File: config.mk
export PLATFORM = sky130hd
export DESIGN_NAME = rtclapwatch
export DESIGN_NICKNAME = d
export VERILOG_FILES = /design/src/rtl/rtc_pkg.sv /design/src/rtl/rtcbcdstep.sv /design/src/rtl/rtclapwatch.sv
export SDC_FILE = /design/constraint.sdc
export NUM_CORES = 1
export LEC_CHECK = 0
export CAP_MARGIN = 20
export CELL_PAD_IN_SITES_DETAIL_PLACEMENT = 0
export CELL_PAD_IN_SITES_GLOBAL_PLACEMENT = 2
export CORE_ASPECT_RATIO = 0.6
export CORE_UTILIZATION = 35
export DETAILED_ROUTE_END_ITERATION = 6
export DONT_BUFFER_PORTS = 1
export GPL_ROUTABILITY_DRIVEN = 0
export PLACE_DENSITY = 0.74
export SLEW_MARGIN = 20
export SYNTH_ARGS = -nofsm -noshare
export SYNTH_HDL_FRONTEND = slang
export SYNTH_HIERARCHICAL = 1
export SYNTH_SLANG_ARGS = --single-unit
export TNS_END_PERCENT = 50
File: constraint.sdc
create_clock -name i_clk -period 4.8 [get_ports i_clk]
set_input_delay 0.96 -clock i_clk [delete_from_list [all_inputs] [get_ports i_clk]]
set_output_delay 0.96 -clock i_clk [all_outputs]
set_load 0.01 [all_outputs]
File: src/rtl/rtc_pkg.sv
// Shared definitions for the RTC stopwatch core.
// Holds the per-digit limits, the field offsets of the BCD digit layout,
// the value-width function, and a helper that maps a digit index to its limit.
package rtc_pkg;

    localparam logic [3:0] DIGIT_MAX9 = 4'd9;
    localparam logic [3:0] DIGIT_MAX5 = 4'd5;

    localparam int OFS_HUNDREDTHS = 0;
    localparam int OFS_TENTHS     = 4;
    localparam int OFS_SECS       = 8;
    localparam int OFS_TENSECS    = 12;
    localparam int OFS_MINS       = 16;
    localparam int OFS_TENMINS    = 20;
    localparam int OFS_HOURS      = 24;

    function automatic int vw(input int hrdigits);
        return OFS_HOURS + 4 * hrdigits;
    endfunction

    // Tens-of-seconds and tens-of-minutes stop at 5; every other digit,
    // hours included, stops at 9. A limit of 5 also rejects bits 15/23.
    function automatic logic [3:0] digit_limit(input int idx);
        case (idx * 4)
            OFS_HUNDREDTHS, OFS_TENTHS, OFS_SECS, OFS_MINS: return DIGIT_MAX9;
            OFS_TENSECS, OFS_TENMINS:                       return DIGIT_MAX5;
            default:                                        return DIGIT_MAX9;
        endcase
    endfunction

endpackage

File: src/rtl/rtcbcdstep.sv
// One BCD digit of the stopwatch counter: increments or decrements a digit
// when the carry/borrow input is set, wrapping at MAX.
// Ports:
//   digit  in  4  current digit
//   up     in  1  1 = count up, 0 = count down
//   cin    in  1  carry (up) or borrow (down) into this digit
//   nxt    out 4  digit after the step
//   cout   out 1  carry/borrow into the next digit
module rtcbcdstep #(
    parameter logic [3:0] MAX = 4'd9
) (
    input  logic [3:0] digit,
    input  logic       up,
    input  logic       cin,
    output logic [3:0] nxt,
    output logic       cout
);

    always_comb begin
        nxt  = digit;
        cout = 1'b0;
        if (cin) begin
            if (up) begin
                if (digit >= MAX) begin
                    nxt  = 4'd0;
                    cout = 1'b1;
                end else begin
                    nxt = digit + 4'd1;
                end
            end else begin
                if (digit == 4'd0) begin
                    nxt  = MAX;
                    cout = 1'b1;
                end else begin
                    nxt = digit - 4'd1;
                end
            end
        end
    end

endmodule

File: src/rtl/rtclapwatch.sv
// BCD stopwatch / countdown timer with lap capture.
// A 100 Hz tick is derived from the clock core's per-cycle step; the count
// runs up (wrapping at all-max) or down from a loaded value (alarm at zero).
// Lap snapshots go into a small FIFO drained by the bus wrapper.
// Ports:
//   i_clk, i_reset_n          clock, synchronous active-low reset
//   i_ckstep                  per-clock step, 2**48 per second
//   i_clear/i_start/i_stop    run control pulses
//   i_load, i_load_value      preset and enter down-mode
//   i_lap, i_lap_rd           push current value / pop lap FIFO head
//   o_value                   BCD count
//   o_running, o_down         status
//   o_alarm, o_wrap, o_lderr  one-cycle event pulses
//   o_lap_valid, o_lap_data   lap FIFO head
//   o_lap_ovfl                sticky lap-dropped flag
module rtclapwatch
    import rtc_pkg::*;
#(
    parameter int HRDIGITS = 2,
    parameter int LGLAPS   = 2,
    localparam int VW      = rtc_pkg::vw(HRDIGITS)
) (
    input  logic          i_clk,
    input  logic          i_reset_n,
    input  logic [31:0]   i_ckstep,
    input  logic          i_clear,
    input  logic          i_start,
    input  logic          i_stop,
    input  logic          i_load,
    input  logic [VW-1:0] i_load_value,
    input  logic          i_lap,
    input  logic          i_lap_rd,
    output logic [VW-1:0] o_value,
    output logic          o_running,
    output logic          o_down,
    output logic          o_alarm,
    output logic          o_wrap,
    output logic          o_lderr,
    output logic          o_lap_valid,
    output logic [VW-1:0] o_lap_data,
    output logic          o_lap_ovfl
);

    localparam int ND    = VW / 4;
    localparam int DEPTH = 2 ** LGLAPS;

    logic [38:0]   step;
    logic [47:0]   acc;
    logic [48:0]   acc_sum;
    logic          acc_en;
    logic          tick;

    logic [VW-1:0] count, count_nxt, stepped;
    logic [ND:0]   carry;
    logic          running, running_nxt;
    logic          down, down_nxt;
    logic          alarm, alarm_nxt, wrap, wrap_nxt, lderr, lderr_nxt;
    logic          load_ok, load_take, load_bad;

    logic [VW-1:0]   laps [DEPTH];
    logic [LGLAPS:0] wptr, rptr;
    logic            lap_empty, lap_full, lap_push, lap_pop, ovfl;

    // Tick generator: carry out of the 48-bit accumulator is the 100 Hz tick.
    assign acc_sum   = {1'b0, acc} + {10'd0, step};
    assign acc_en    = (running && !i_stop) || i_start;
    assign load_take = i_load && load_ok;
    assign load_bad  = i_load && !load_ok;

    always_ff @(posedge i_clk) begin
        if (!i_reset_n) begin
            step <= '0;
            acc  <= '0;
            tick <= 1'b0;
        end else begin
            step <= {7'd0, i_ckstep} * 39'd100;
            if (i_clear || load_take) begin
                acc  <= '0;
                tick <= 1'b0;
            end else if (!load_bad) begin
                // A rejected load freezes everything, pending tick included.
                tick <= acc_en && acc_sum[48];
                if (acc_en) begin
                    acc <= acc_sum[47:0];
                end
            end
        end
    end

    // Digit chain: carry[0] is the "step by one" request.
    assign carry[0] = 1'b1;
    for (genvar i = 0; i < ND; i++) begin : g_digit
        rtcbcdstep #(.MAX(digit_limit(i))) u_step (
            .digit (count[4*i +: 4]),
            .up    (!down),
            .cin   (carry[i]),
            .nxt   (stepped[4*i +: 4]),
            .cout  (carry[i+1])
        );
    end

    always_comb begin
        load_ok = 1'b1;
        for (int i = 0; i < ND; i++) begin
            if (i_load_value[4*i +: 4] > digit_limit(i)) begin
                load_ok = 1'b0;
            end
        end
    end

    always_comb begin
        count_nxt   = count;
        running_nxt = running;
        down_nxt    = down;
        alarm_nxt   = 1'b0;
        wrap_nxt    = 1'b0;
        lderr_nxt   = 1'b0;
        if (i_clear) begin
            count_nxt = '0;
            down_nxt  = 1'b0;
        end else if (i_load) begin
            if (load_ok) begin
                count_nxt   = i_load_value;
                down_nxt    = 1'b1;
                running_nxt = 1'b0;
            end else begin
                lderr_nxt = 1'b1;
            end
        end else if (i_stop) begin
            running_nxt = 1'b0;
        end else begin
            if (i_start && !(down && count == '0)) begin
                running_nxt = 1'b1;
            end
            if (tick && running) begin
                count_nxt = stepped;
                if (down) begin
                    if (stepped == '0) begin
                        running_nxt = 1'b0;
                        alarm_nxt   = 1'b1;
                    end
                end else if (carry[ND]) begin
                    wrap_nxt = 1'b1;
                end
            end
        end
    end

    always_ff @(posedge i_clk) begin
        if (!i_reset_n) begin
            count   <= '0;
            running <= 1'b0;
            down    <= 1'b0;
            alarm   <= 1'b0;
            wrap    <= 1'b0;
            lderr   <= 1'b0;
        end else begin
            count   <= count_nxt;
            running <= running_nxt;
            down    <= down_nxt;
            alarm   <= alarm_nxt;
            wrap    <= wrap_nxt;
            lderr   <= lderr_nxt;
        end
    end

    // Lap FIFO: pointers carry one extra bit to tell full from empty.
    assign lap_empty = (wptr == rptr);
    assign lap_full  = (wptr[LGLAPS] != rptr[LGLAPS]) &&
                       (wptr[LGLAPS-1:0] == rptr[LGLAPS-1:0]);
    assign lap_pop   = i_lap_rd && !lap_empty;
    assign lap_push  = i_lap && (!lap_full || lap_pop);

    always_ff @(posedge i_clk) begin
        if (!i_reset_n) begin
            wptr <= '0;
            rptr <= '0;
            ovfl <= 1'b0;
            for (int i = 0; i < DEPTH; i++) begin
                laps[i] <= '0;
            end
        end else if (i_clear) begin
            wptr <= '0;
            rptr <= '0;
            ovfl <= 1'b0;
        end else begin
            if (lap_push) begin
                laps[wptr[LGLAPS-1:0]] <= count;
                wptr <= wptr + {{LGLAPS{1'b0}}, 1'b1};
            end
            if (lap_pop) begin
                rptr <= rptr + {{LGLAPS{1'b0}}, 1'b1};
            end
            if (i_lap && !lap_push) begin
                ovfl <= 1'b1;
            end
        end
    end

    assign o_value     = count;
    assign o_running   = running;
    assign o_down      = down;
    assign o_alarm     = alarm;
    assign o_wrap      = wrap;
    assign o_lderr     = lderr;
    assign o_lap_valid = !lap_empty;
    assign o_lap_data  = laps[rptr[LGLAPS-1:0]];
    assign o_lap_ovfl  = ovfl;

endmodule

==> impl_results.md <==
- Die W: 296 um
- Power Total: 0.00638 W
- Slew HR: 36.4%
- Fin area: 19900 um2
- Synth Area in Adders: 14.9%
- WHS Endpoint: acc[13]
- First-pass GRT wire length: 77.0 mm
- CP Launch Type: flop
- Worst Path Buf+Inv: 2
- Nets@finish: 2128
- DRT Pass-1 Iters: 6
- Initial antenna violation count: 0
- Simple-gate share of the synthesized area: 19.1%
- Data arrival time of the critical path: 4.70 ns
- Clock sink total: 258
- Hold wc startpoint: acc[13]
- Gate Count Post-Synth: 1861
- Hpwl dp: 36.9 mm
- Ports: 143
- Capturing point of the worst reg2reg path: o_running
- Rows: 64
- Critical Path End Type: flop
- FFs w/ async S/R, synth: 0%
- Drt wl/cell: 19.7 um
- Maximum clock insertion buffer count: 3
- Final core occ: 39.0%
- Cell family with most CP delay: simple AND/OR/NAND/NOR gates
- Most area-hungry cell type in the Yosys netlist: edfxtp_1
- DR vias: 13766
- DP Area: 18900 um2
- Final min period: 4.24 ns
- Final Skew: 0.0160 ns
- H-tree depth: 1
- Top_reg_cell synth: dfxtp_1
- Slowest-stage cell, CP: a221o_1
- Gr ovfl total: 0
- Post-CTS Setup Inserts: 0
- Buffers on Ports: 0
- RSZ-0062 raised after global routing: false
- Status: finished clean
- Clk_lat worst skew: 0.57 ns
- Initial Util: 35.5%
- Period utilization: 88.3%
- Final setup fails: 0
- Num CTS Buffers: 28
- CTS Root Buffer Type: clkbuf_16
- Overall Global Routing Usage: 18.9%
- Top post-synthesis cells by count: 171 x ha_1, 165 x inv_1, 161 x and2_1
- Fmax: 236 MHz
- Synth Area in XOR/XNOR: 2.95%
- FF/Latch Area: 6450 um2
- Distinct cells, synth: 87
- Via density per instance: 5.35
- Die ar.: 52700 um2
- Share of cells above drive strength 1: 10.8%
- Lkg Pwr: 8.18 nW
- FF-to-FF setup slack: 0.56 ns
- Most common cell in the netlist: ha_1
- Hold depth: 2
- Cell Area, Synth: 18100 um2
- Post-synth EDFFs: 128
- Main combinational cell family by area after synthesis: simple AND/OR/NAND/NOR gates
- Kind of critical path: flop to flop
- Setup TNS: 0 ns
- Crit path top cell by count: nor2_1
- Die height: 178 um
- Final number of max-transition violations: 0
- Synthesized area per cell: 9.73 um2
- Largest net degree at the start of global routing: 65
- Multi-input logic area: 10600 um2
- Synth Area in Compound Gates: 15.0%
- Max-cap violations: 0
- Syn nets: 2132
- Hold crit path type: flop to flop
- Routed WL: 50.6 mm
- Core area: 51000 um2
- Reg2reg path depth: 26
- Worst slew pin tran: 0.952 ns
- Seq cells post-synth: 258
- Pwr dens: 321 nW/um2
- DRC: 0
- Clk slew on worst S/H paths: 0.07 ns
- Hold Fails Final Rpt: 0
- Ys Warns: 6
- Cell count after placement: 2520
- Vias in the first global route: 12893
- Worst IR Drop VDD: 0.000249 V
- Ranking of synthesized cells by area: edfxtp_1 21%, dfxtp_1 14%, ha_1 12%
- CTS tree: yes
- Area grow syn2layout: 9.91%
- Initial DRC Count: 914
- Register area share after synthesis: 35.6%
- CP max stage delay: 0.37 ns
- Ant. Diodes: 0
- Post-route insts no fill: 2571
- Worst r2r src: o_value[0]
- ANT nets after route: 0
- Required @ worst endpoint: 5.26 ns
- Crit Path Max Fanout: 12
- Area share of the largest cell type after synthesis: 21.2%
- Number of fill cells: 5061
- Mux cell area share after synthesis: 6.47%
## per-stage QoR
stage / hold slack (ns) / setup slack, ns
floorplan: 0.436 / 0.0164
global route: 0.473 / 0.0261
detailed placement: 0.451 / 0.113
CTS: 0.459 / 0.513
finish: 0.455 / 0.562
global placement: 0.443 / 0.192
## how the worst max path moves through the flow
stage / endpoint / cells past startpoint / from / slack (ns)
after floorplan: o_running / 30 / o_down / 0.02
after global placement: step[34] / 14 / i_ckstep[7] / 0.19
after detailed placement: step[34] / 14 / i_ckstep[7] / 0.11
after CTS: o_running / 26 / o_value[0] / 0.51
after global routing: o_running / 26 / o_value[0] / 0.03
final: o_running / 26 / o_value[0] / 0.56
## area by class of cell
cell class              count  share of cell area (%)
repair buffers             50                    1.89
well taps                 693                    4.36
flip-flops and latches    258                    32.4
clock inverters            21                    1.18
inverters                 165                    3.13
multi-input cells        1354                    53.4
clock buffers              30                    3.61
## sequential cells by signal, summed over array words and instances, names as in the netlist, 3 cells and up, named ones only
signal	cells
step	37
o_value	32
wptr	3
rptr	3
laps	128
acc	46
## per-layer routing
layer	share of wire [%]	global-route usage [%]	up-vias	routed length [um]
li1	-	-	6684	-
met5	0	0	-	0
met4	1.5	3.00	0	746
met1	55	31.2	6705	27600
met3	5.6	2.73	41	2810
met2	38	25.5	336	19400
## cells by family (layout without fill, tap and decap cells)
kind of cell,count (synthesis),count (layout)
AOI/OAI and AO/OA,401,401
xor gates and xnor gates,61,61
adders and majority gates,199,199
buffers and inverters,249,266
DFF,258,258
muxes,77,77
other,1,1
and+or+nand+nor,615,615
## where the power goes
| group | internal, W | switching, W | leakage, nW |
|---|---|---|---|
| clock network | 0.00130 | 0.000960 | 0.456 |
| registers | 0.00246 | 0.0000636 | 2.40 |
| logic | 0.000658 | 0.000935 | 5.32 |
## layout by cell type, fill, tap and decap left out, drive strengths merged, types with 30 or more instances in the layout
cell type,instances
edfxtp,128
mux4,32
nand2,113
a211oi,45
and2,161
o21ai,78
nor2,112
inv,165
dfxtp,130
ha,171
nand3,32
a21oi,123
xnor2,37
buf,50
mux2i,45
clkbuf,30
## worst reg2reg max path: cells and delay by family (launching register included)
kind            cells  cell delay [ns]
compound gates     10             1.22
fa+ha+maj           1             0.19
buf+inv             2             0.42
flops               1             0.32
simple gates       13             1.98
## repair_timing
item | 4_1_cts | 5_1_grt
setup endpoints to repair | 0 | 1
gates resized for setup | 0 | 1
hold buffers | 0 | 0
Note: power is estimated with default switching activity, not from simulation.
